<file path="config.mk">
export PLATFORM = sky130hd
export DESIGN_NAME = cache_meta_array_flat
export DESIGN_NICKNAME = d
export VERILOG_FILES = /design/src/rtl/cache_meta_array_if.sv /design/src/rtl/cache_meta_array.sv /design/src/flat_wrapper.sv
export SDC_FILE = /design/constraint.sdc
export NUM_CORES = 1
export LEC_CHECK = 0
export CAP_MARGIN = 25
export CORE_ASPECT_RATIO = 0.6
export CORE_MARGIN = 3
export CORE_UTILIZATION = 31
export CTS_CLUSTER_DIAMETER = 200
export CTS_CLUSTER_SIZE = 14
export DETAILED_ROUTE_END_ITERATION = 10
export PLACE_DENSITY_LB_ADDON = 0.15
export SKIP_CTS_REPAIR_TIMING = 1
export SLEW_MARGIN = 5
export SYNTH_ARGS = -nofsm -noshare
export SYNTH_HDL_FRONTEND = slang
export SYNTH_SLANG_ARGS = --single-unit
</file>
<file path="constraint.sdc">
create_clock -name clk -period 2.2 [get_ports clk]
set_input_delay 0.44 -clock clk [delete_from_list [all_inputs] [get_ports clk]]
set_output_delay 0.44 -clock clk [all_outputs]
set_load 0.01 [all_outputs]
</file>
<file path="src/rtl/cache_meta_array_if.sv">
// Read/write/flush port bundle for one cache metadata array way.
// The controller drives the master side and the array is the slave.
interface cache_meta_array_if #(
   parameter int unsigned WIDTH = 1,
   parameter int unsigned DEPTH = 8
);
   localparam int unsigned IDX_W = $clog2(DEPTH);

   logic             load;
   logic [IDX_W-1:0] windex;
   logic [WIDTH-1:0] wmask;
   logic [WIDTH-1:0] datain;
   logic [IDX_W-1:0] rindex;
   logic [WIDTH-1:0] dataout;
   logic             flush;
   logic             busy;

   modport master (
      output load, windex, wmask, datain, rindex, flush,
      input  dataout, busy
   );

   modport slave (
      input  load, windex, wmask, datain, rindex, flush,
      output dataout, busy
   );
endinterface

</file>
<file path="src/rtl/cache_meta_array.sv">
// Cache metadata array with masked writes, write-to-read bypass on the combinational read,
// and a flush engine that clears one entry per cycle while busy is high.
module cache_meta_array #(
   parameter int unsigned      WIDTH     = 1,
   parameter int unsigned      DEPTH     = 8,
   parameter logic [WIDTH-1:0] RESET_VAL = '0
) (
   input logic               clk,
   input logic               rst,
   cache_meta_array_if.slave bus
);
   localparam int unsigned      IDX_W    = $clog2(DEPTH);
   localparam logic [IDX_W-1:0] LAST_IDX = IDX_W'(DEPTH - 1);

   typedef enum logic {
      ST_IDLE  = 1'b0,
      ST_CLEAR = 1'b1
   } state_t;

   state_t           r_state;
   state_t           w_state_nxt;
   logic [IDX_W-1:0] r_clr_idx;
   logic [IDX_W-1:0] w_clr_idx_nxt;
   logic [WIDTH-1:0] r_mem [DEPTH];

   logic             w_wr_en;
   logic [IDX_W-1:0] w_wr_idx;
   logic [WIDTH-1:0] w_wr_data;
   logic [WIDTH-1:0] w_merged;
   logic             w_bypass;
   logic             w_busy;

   // Masked merge of the incoming write with the addressed entry
   assign w_merged = (r_mem[bus.windex] & ~bus.wmask) | (bus.datain & bus.wmask);
   assign w_busy   = (r_state == ST_CLEAR);
   assign w_bypass = (r_state == ST_IDLE) && bus.load && !bus.flush &&
                     (bus.rindex == bus.windex);

   always_comb begin
      w_state_nxt   = r_state;
      w_clr_idx_nxt = r_clr_idx;
      w_wr_en       = 1'b0;
      w_wr_idx      = bus.windex;
      w_wr_data     = w_merged;
      case (r_state)
         ST_IDLE: begin
            // Flush wins over a same-cycle load
            if (bus.flush) begin
               w_state_nxt   = ST_CLEAR;
               w_clr_idx_nxt = '0;
            end else if (bus.load) begin
               w_wr_en = 1'b1;
            end
         end
         ST_CLEAR: begin
            w_wr_en       = 1'b1;
            w_wr_idx      = r_clr_idx;
            w_wr_data     = RESET_VAL;
            w_clr_idx_nxt = r_clr_idx + IDX_W'(1);
            if (r_clr_idx == LAST_IDX) begin
               w_state_nxt = ST_IDLE;
            end
         end
         default: begin
            w_state_nxt = ST_IDLE;
         end
      endcase
   end

   always_ff @(posedge clk) begin
      if (rst) begin
         r_state   <= ST_IDLE;
         r_clr_idx <= '0;
         for (int unsigned i = 0; i < DEPTH; i++) begin
            r_mem[i] <= RESET_VAL;
         end
      end else begin
         r_state   <= w_state_nxt;
         r_clr_idx <= w_clr_idx_nxt;
         if (w_wr_en) begin
            r_mem[w_wr_idx] <= w_wr_data;
         end
      end
   end

   // Entries mid-clear are hidden so readers never see a half-flushed array
   assign bus.busy    = w_busy;
   assign bus.dataout = w_busy   ? RESET_VAL :
                        w_bypass ? w_merged  : r_mem[bus.rindex];
endmodule
</file>
<file path="src/flat_wrapper.sv">
// flat-port wrapper written by rule: the top's interface ports become plain ports
module cache_meta_array_flat 
#(
   parameter int unsigned      WIDTH     = 1,
   parameter int unsigned      DEPTH     = 8,
   parameter logic [WIDTH-1:0] RESET_VAL = '0
)
  (clk, rst, bus_load, bus_windex, bus_wmask, bus_datain, bus_rindex, bus_flush, bus_dataout, bus_busy);
  cache_meta_array_if #(.WIDTH(WIDTH), .DEPTH(DEPTH)) bus_i ();
  input logic clk;
  input logic rst;
  input wire logic [$bits(bus_i.load)-1:0] bus_load;
  input wire logic [$bits(bus_i.windex)-1:0] bus_windex;
  input wire logic [$bits(bus_i.wmask)-1:0] bus_wmask;
  input wire logic [$bits(bus_i.datain)-1:0] bus_datain;
  input wire logic [$bits(bus_i.rindex)-1:0] bus_rindex;
  input wire logic [$bits(bus_i.flush)-1:0] bus_flush;
  output wire logic [$bits(bus_i.dataout)-1:0] bus_dataout;
  output wire logic [$bits(bus_i.busy)-1:0] bus_busy;
  assign bus_i.load = bus_load;
  assign bus_i.windex = bus_windex;
  assign bus_i.wmask = bus_wmask;
  assign bus_i.datain = bus_datain;
  assign bus_i.rindex = bus_rindex;
  assign bus_i.flush = bus_flush;
  assign bus_dataout = bus_i.dataout;
  assign bus_busy = bus_i.busy;
  cache_meta_array #(.WIDTH(WIDTH), .DEPTH(DEPTH), .RESET_VAL(RESET_VAL)) u_core (.clk(clk), .rst(rst), .bus(bus_i));
endmodule
</file>
==> impl_metrics.ini, run 1 <==
[setup_path]
crit_path_start_kind = register
crit_arrival_ns = 1.81
path_depth = 5
worst-path-buf-inv = 1
rr_worst_depth = 5
path_cells = mux4_2 > or2_4 > a32oi_4 > a211oi_2 > buf_2
endpoint_kind = output pin
critPathMaxStageDelay_ns = 0.47
slowest_stage = mux4_2
cp.required_ns = 1.76
critPathTopFamily = multiplexers
crit_fanout = 2
path_class = reg -> out

[synth]
netlist_area_um2 = 888.4
synth_nets = 101
synth_top_family_by_area = simple AND/OR/NAND/NOR gates
synth.area.mux_share_pct = 10.14
synth_cells = 87
syn-mean-instance-area_um2 = 10.21
synth-simple-area-share_pct = 21.27
synthArstFlopShare_pct = 0
synth-seq-cells = 12
ys_seq_area_share_pct = 36.06
yosys.area_share.xor_xnor_pct = 2.958
synth-compound-area-share_pct = 19.58
ys_types = 32
synth-edff-count = 8
yosysWarnings = 0
yosys.area_share.adder_pct = 2.817
synth_ff_type = edfxtp_1

[sta]
setup_slack_ns = -0.05279
worst_slew_pin_slew_ns = 0.3230
fin_crit_sh_pct = 102.4
rsz0062_at_grt = yes
fmax_ghz = 0.4439
worst_slew_margin_rel_pct = 78.40
period_minus_slack_ns = 2.253
slew_violations = 0
setup_viol = 1
skew_ns = 0.001310
hold_violations = 0

[die]
fp-row-count = 14
io_pins = 14
die_area_mm2 = 0.003565
initial_core_util_pct = 34.04
die_w_um = 75.11
die_h_um = 47.47
coreArea_mm2 = 0.002610

[clock_tree]
cts_buffers = 3
h-tree-depth = 1
cts_max_path_buffers = 2
clock_latency_ns = 0.24
tritoncts = built
clkSlewWorstSetupHoldPaths_ns = 0.05
cts-root-buf = clkbuf_8
clock_sinks = 12

[final_layout]
drive_above_1_share_pct = 26.61
diodes = 0
nets = 125
fin_cells = 141
layout_common_cells = 12 x buf_4, 11 x nor2_1, 8 x edfxtp_1, 7 x a21o_1, 7 x nand2_1
layout_commonest_cell = buf_4
syn2layout_area_growth_pct = 32.54
fill_cells = 272

[flow_run]
drv_cap = 0

[min_path]
hp-class = reg -> reg
min_path_cells = 2

[place]
hpwl_um = 1618
portBuffers = 13
pre_cts_slack_ns = -0.7822
dp_cells = 138
gp_congestion = 0.8272

[global_routing]
grt_pass1_vias = 677
grt.total_usage_pct = 12.85
grt_max_degree = 21
antenna_found_initial = 0
overflow = 0
grt_pass1_wl_um = 3277

[power]
p_leak_nw = 0.5114
p_total_w = 0.0006031
vdd_drop_max_mv = 0.4401
pwr_density_cell_mw_per_mm2 = 512.2

[route]
vias_per_cell = 5.064
drc = 0
detail-route-antenna-nets = 0
drt-pass1-iter-count = 4
wl_per_cell_um = 15.03
routed_wl_um = 2119
vias = 714
drt_iter0_drc = 14

[status]
violations = setup timing
outcome = finished with violations
[layer usage]
metal  global-route usage (%)  share of wire (%)  vias up
met1                    18.51                 53      329
li1                         -                  -      366
met2                    19.38                 40       17
met5                        0                  0        -
met4                    2.128               0.38        0
met3                    3.983                6.1        2
[worst register-to-register path, cell delays in order, from the launching register on]
cell      delay (ns)
edfxtp_1        0.41
mux4_2          0.48
or2_4           0.25
a32oi_4         0.20
buf_4           0.21
nor3b_1         0.06
[power by group]
part           total [W]  internal [W]  switching, W
combinational   0.000149     0.0000779     0.0000710
clock           0.000196      0.000120     0.0000760
sequential      0.000258      0.000251    0.00000681
total           0.000603      0.000449      0.000154
[kinds of logic after synthesis]
| logic type | after synthesis |
|---|---|
| and+or+nand+nor | 35 |
| AOI/OAI and AO/OA | 22 |
| DFF | 12 |
| buffers and inverters | 8 |
| muxes | 5 |
| xor gates and xnor gates | 3 |
| adders and majority gates | 2 |
[state kept, by name, indices dropped and copies added (netlist names)]
name	cells
u_core.r_clr_idx	3
u_core.r_mem	8
u_core.bus.busy	1
[per-stage QoR]
step	hold slack (ns)	TNS [ns]	cell area, um^2	util (%)
after CTS	0.5649	-0.8144	1134	43.43
after floorplan	0.5083	0	888.4	-
after global routing	0.6037	-0.1170	1177	45.11
after detailed placement	0.5583	-2.782	1092	41.85
final	0.5516	-0.05279	1177	45.11
after global placement	0.5442	-2.712	1092	41.85
[synthesized netlist by cell type, types with 2 or more instances]
cell	n	area, um^2
buf_6	4	45.04
xor2_1	3	26.28
nand2_1	7	26.28
mux4_2	2	45.04
nor4_1	2	12.51
nor3b_1	5	37.54
a21oi_1	5	25.02
ha_1	2	25.02
a21o_1	7	52.55
mux2i_1	2	20.02
dfxtp_1	4	80.08
a211oi_1	3	22.52
edfxtp_1	8	240.2
a31o_2	2	17.52
nor2_1	11	41.29
nor3_1	3	15.01
inv_1	2	7.510
[layout make-up]
type	instances	area (um^2)	share of cell area, %
tap	32	40.04	3.401
multi-input combinational	67	538.0	45.70
clock buffer	3	41.29	3.507
inverter	2	7.507	0.6376
timing repair buffer	25	230.2	19.55
sequential	12	320.3	27.21
[final timing paths]
path	start	endpoint	slack, ns
worst max-delay path	u_core.r_mem[5]$_SDFFCE_PN0P_	bus_dataout	-0.05
worst min-delay path	u_core.r_clr_idx[0]$_SDFFE_PP0P_	u_core.r_clr_idx[0]$_SDFFE_PP0P_	0.55
worst min register to register	u_core.r_clr_idx[0]$_SDFFE_PP0P_	u_core.r_clr_idx[0]$_SDFFE_PP0P_	0.55
worst max register to register	u_core.r_mem[5]$_SDFFCE_PN0P_	u_core.r_mem[2]$_SDFFCE_PN0P_	0.35
No activity file was read; power rests on OpenSTA's default activity.
==> run 2: changes to the inputs <==
--- a/config.mk
+++ b/config.mk
@@ -7,8 +7,8 @@
 export LEC_CHECK = 0
 export CAP_MARGIN = 25
 export CORE_ASPECT_RATIO = 0.6
-export CORE_MARGIN = 3
 export CORE_UTILIZATION = 31
+export CTS_BUF_LIST = sky130_fd_sc_hd__clkbuf_8
 export CTS_CLUSTER_DIAMETER = 200
 export CTS_CLUSTER_SIZE = 14
 export DETAILED_ROUTE_END_ITERATION = 10
==> impl_metrics.ini, run 2 (synthesized netlist as in run 1, its figures left out) <==
[status]
outcome = finished with violations
violations = setup timing

[setup_path]
cp.required_ns = 1.76
critPathMaxStageDelay_ns = 0.48
slowest_stage = mux4_2
critPathTopFamily = multiplexers
path_class = reg -> out
crit_path_start_kind = register
worst-path-buf-inv = 1
endpoint_kind = output pin
cp-startpoint = u_core.r_mem[5]$_SDFFCE_PN0P_
r2r_start = u_core.r_mem[5]$_SDFFCE_PN0P_
crit_fanout = 2
crit_arrival_ns = 1.82
path_cells = mux4_2 > or2_4 > a32oi_4 > a211oi_1 > buf_2

[die]
fp-row-count = 14
die_w_um = 71.11
die_area_mm2 = 0.003091
die_h_um = 43.47
initial_core_util_pct = 34.04
io_pins = 14
coreArea_mm2 = 0.002610

[route]
routed_wl_um = 2020
vias_per_cell = 5.141
wl_per_cell_um = 14.23
drt-pass1-iter-count = 6
drc = 0
detail-route-antenna-nets = 0
drt_iter0_drc = 42
vias = 730

[sta]
slew_violations = 0
worst_slew_pin_slew_ns = 0.3308
rsz0062_at_grt = yes
finalHoldWorstSlack_ns = 0.5628
fin_crit_sh_pct = 102.6
setup_viol = 1
hold_violations = 0
fmax_ghz = 0.4432
setup_tns_ns = -0.05638
setup_slack_ns = -0.05638
skew_ns = 0.001341
worst_slew_margin_rel_pct = 77.88
period_minus_slack_ns = 2.256

[place]
gp_congestion = 0.7904
hpwl_um = 1532
portBuffers = 13

[power]
pwr_density_cell_mw_per_mm2 = 512.8
p_leak_nw = 0.5154
vdd_drop_max_mv = 0.3992

[final_layout]
syn2layout_area_growth_pct = 32.68
layout_commonest_cell = buf_4
largest_reg_flops = 8
drive_above_1_share_pct = 25.45
nets = 126
multi_input_area_um2 = 528.0
regArea_um2 = 320.3
largest-register = u_core.r_mem
diodes = 0
fill_cells = 254
layout_common_cells = 12 x buf_4, 11 x nor2_1, 8 x edfxtp_1, 7 x a21o_1, 7 x nand2_1

[clock_tree]
cts_buffers = 3
clock_latency_ns = 0.24
clkSlewWorstSetupHoldPaths_ns = 0.05
tritoncts = built
h-tree-depth = 1
cts_max_path_buffers = 2
clock_sinks = 12
cts-root-buf = clkbuf_8

[global_routing]
grt_pass1_vias = 677
overflow = 0
antenna_found_initial = 0
grt_max_degree = 21
grt_pass1_wl_um = 3305
grt.total_usage_pct = 14.68

[min_path]
hp-class = reg -> reg
min_from = u_core.r_clr_idx[0]$_SDFFE_PP0P_

[flow_run]
drv_cap = 0
[run 2: final cells by class]
cell class / count / share of cell area (%)
sequential: 12 / 27.18
clock buffer: 3 / 3.503
inverter: 2 / 0.6369
timing repair buffer: 26 / 20.49
multi-input combinational: 67 / 44.80
tap: 32 / 3.397
[run 2: per-stage QoR]
stage               cell area, um^2  worst slack, ns  util [%]  cells  total power, W
floorplan                     888.4          0.07383         -     87       0.0003468
global route                   1179         -0.09494     45.16    142       0.0006351
finish                         1179         -0.05638     45.16    142       0.0006045
global placement               1100          -0.7649     42.14    139       0.0004065
CTS                            1141          -0.7783     43.72    142       0.0006053
detailed placement             1100          -0.7725     42.14    139       0.0004056
[run 2: worst register-to-register path: cells and delay by family (launching register included)]
family	cells	cell delay, ns
flops	1	0.42
mux	1	0.48
buf+inv	1	0.20
simple gates	2	0.30
compound gates	1	0.19
[run 2: final timing paths]
| check | endpoint | slack, ns | depth (start not counted) |
|---|---|---|---|
| worst min-delay path | u_core.r_clr_idx[0]$_SDFFE_PP0P_ | 0.56 | 2 |
| worst max-delay path | bus_dataout | -0.06 | 5 |
| worst min register to register | u_core.r_clr_idx[0]$_SDFFE_PP0P_ | 0.56 | 2 |
| worst max register to register | u_core.r_mem[6]$_SDFFCE_PN0P_ | 0.36 | 5 |
[run 2: power by group]
group | switching [W] | internal, W | total (W)
Clock | 0.0000782 | 0.000120 | 0.000199
Combinational | 0.0000691 | 0.0000784 | 0.000148
Sequential | 0.00000722 | 0.000251 | 0.000258
Total | 0.000155 | 0.000450 | 0.000604
[run 2: metal layers]
metal  vias up  track usage [%]  routed length (um)
met1       335            21.39                1067
met5         -                0                   0
li1        367                -                   -
met2        24            20.96                 789
met4         0            3.600                  17
met3         4            4.884                 146
==> run 3: changes to the inputs <==
--- a/config.mk
+++ b/config.mk
@@ -12,9 +12,9 @@
 export CTS_CLUSTER_DIAMETER = 200
 export CTS_CLUSTER_SIZE = 14
 export DETAILED_ROUTE_END_ITERATION = 10
+export DONT_BUFFER_PORTS = 1
 export PLACE_DENSITY_LB_ADDON = 0.15
 export SKIP_CTS_REPAIR_TIMING = 1
-export SLEW_MARGIN = 5
 export SYNTH_ARGS = -nofsm -noshare
 export SYNTH_HDL_FRONTEND = slang
 export SYNTH_SLANG_ARGS = --single-unit
==> impl_metrics.ini, run 3 (synthesized netlist as in run 1, its figures left out) <==
[route]
detail-route-antenna-nets = 0
drt-pass1-iter-count = 6
routed-wl-met3_um = 150
wl_met1_um = 1028
routed_wl_um = 1988
met2_length_um = 782
wl_per_cell_um = 16.43
highest_layer = met4
vias_per_cell = 5.504
vias = 666
drc = 0
drt_iter0_drc = 41

[final_layout]
largest-register = u_core.r_mem
largest_reg_flops = 8
layout_common_cells = 11 x nor2_1, 8 x edfxtp_1, 7 x a21o_1, 7 x nand2_1
drive_above_1_share_pct = 19.10
diodes = 0
nets = 104
fill_cells = 266
utilization_pct = 37.25
layout_commonest_cell = nor2_1
syn2layout_area_growth_pct = 9.437
fin_cells = 121

[setup_path]
worst-path-buf-inv = 1
crit_fanout = 2
path_cells = mux4_2 > or2_4 > a32oi_4 > a211oi_1 > buf_4
crit_path_start_kind = register
critPathMaxStageDelay_ns = 0.48
path_class = reg -> out
cp.required_ns = 1.76
critPathTopFamily = multiplexers
endpoint_kind = output pin
crit_arrival_ns = 1.82
slowest_stage = mux4_2

[power]
p_leak_nw = 0.3701
pwr_density_cell_mw_per_mm2 = 622.6
vdd_drop_max_mv = 0.2008

[sta]
setup_viol = 1
fmax_ghz = 0.4418
slew_violations = 0
worst_slew_pin_slew_ns = 0.3168
setup_slack_ns = -0.06367
fin_crit_sh_pct = 102.9
skew_ns = 0.005794
hold_violations = 0
finalHoldWorstSlack_ns = 0.2579
period_minus_slack_ns = 2.264
rsz0062_at_grt = yes
worst_slew_margin_rel_pct = 78.83

[flow_run]
drv_cap = 0

[clock_tree]
clock_sinks = 12
cts-root-buf = clkbuf_8
cts_buffers = 3
clkSlewWorstSetupHoldPaths_ns = 0.06
h-tree-depth = 1
clock_latency_ns = 0.25
tritoncts = built
cts_max_path_buffers = 2

[global_routing]
antenna_found_initial = 0
grt_max_degree = 21
grt_pass1_vias = 681
grt.total_usage_pct = 15.37
overflow = 0
grt_pass1_wl_um = 3436

[status]
violations = setup timing
outcome = finished with violations

[die]
coreArea_mm2 = 0.002610
fp-row-count = 14
die_w_um = 71.11
die_h_um = 43.47
initial_core_util_pct = 34.04
die_area_mm2 = 0.003091
io_pins = 14

[place]
hpwl_um = 1532
gp_congestion = 0.8002
portBuffers = 0
dp_cells = 117

[min_path]
hp-class = in -> reg
==> run 3: path summary, 6_finish.rpt <==
path | from | slack, ns | cells past startpoint | end
hold / removal | rst | 0.26 | 1 | u_core.r_clr_idx[0]$_SDFFE_PP0P_
setup reg to reg | u_core.r_mem[5]$_SDFFCE_PN0P_ | 0.37 | 5 | u_core.r_mem[6]$_SDFFCE_PN0P_
setup / recovery | u_core.r_mem[5]$_SDFFCE_PN0P_ | -0.06 | 5 | bus_dataout
hold reg to reg | u_core.r_clr_idx[0]$_SDFFE_PP0P_ | 0.57 | 2 | u_core.r_clr_idx[0]$_SDFFE_PP0P_
==> run 3: routing by layer <==
metal  track usage (%)  vias to the layer above
met5                 0                        -
li1                  -                      324
met3             7.674                        5
met2             19.04                       21
met4             6.000                        0
met1             22.21                      316
==> run 3: final cells by class <==
class	instances	area, um^2	share of cell area, %
Inverter	2	7.507	0.7722
Timing Repair Buffer	4	30.03	3.089
Clock buffer	4	55.05	5.663
Multi-Input combinational cell	67	519.2	53.41
Sequential cell	12	320.3	32.95
Tap cell	32	40.04	4.118
==> run 3: stage by stage <==
step / total power [W] / TNS, ns / cell area, um^2 / worst slack [ns]
finish: 0.0006053 / -0.06367 / 972.2 / -0.06367
global route: 0.0006364 / -0.1452 / 972.2 / -0.1452
CTS: 0.0006038 / -0.1376 / 957.2 / -0.1376
detailed placement: 0.0003543 / 0 / 902.1 / 0.02507
global placement: 0.0003544 / 0 / 902.1 / 0.1409
floorplan: 0.0003468 / 0 / 888.4 / 0.07383
==> run 3: report_power, final <==
group          internal [W]  leakage [nW]  switching, W
clock network      0.000159        0.0288     0.0000928
logic             0.0000488         0.226     0.0000471
registers          0.000251         0.116    0.00000733
total              0.000458         0.370      0.000147
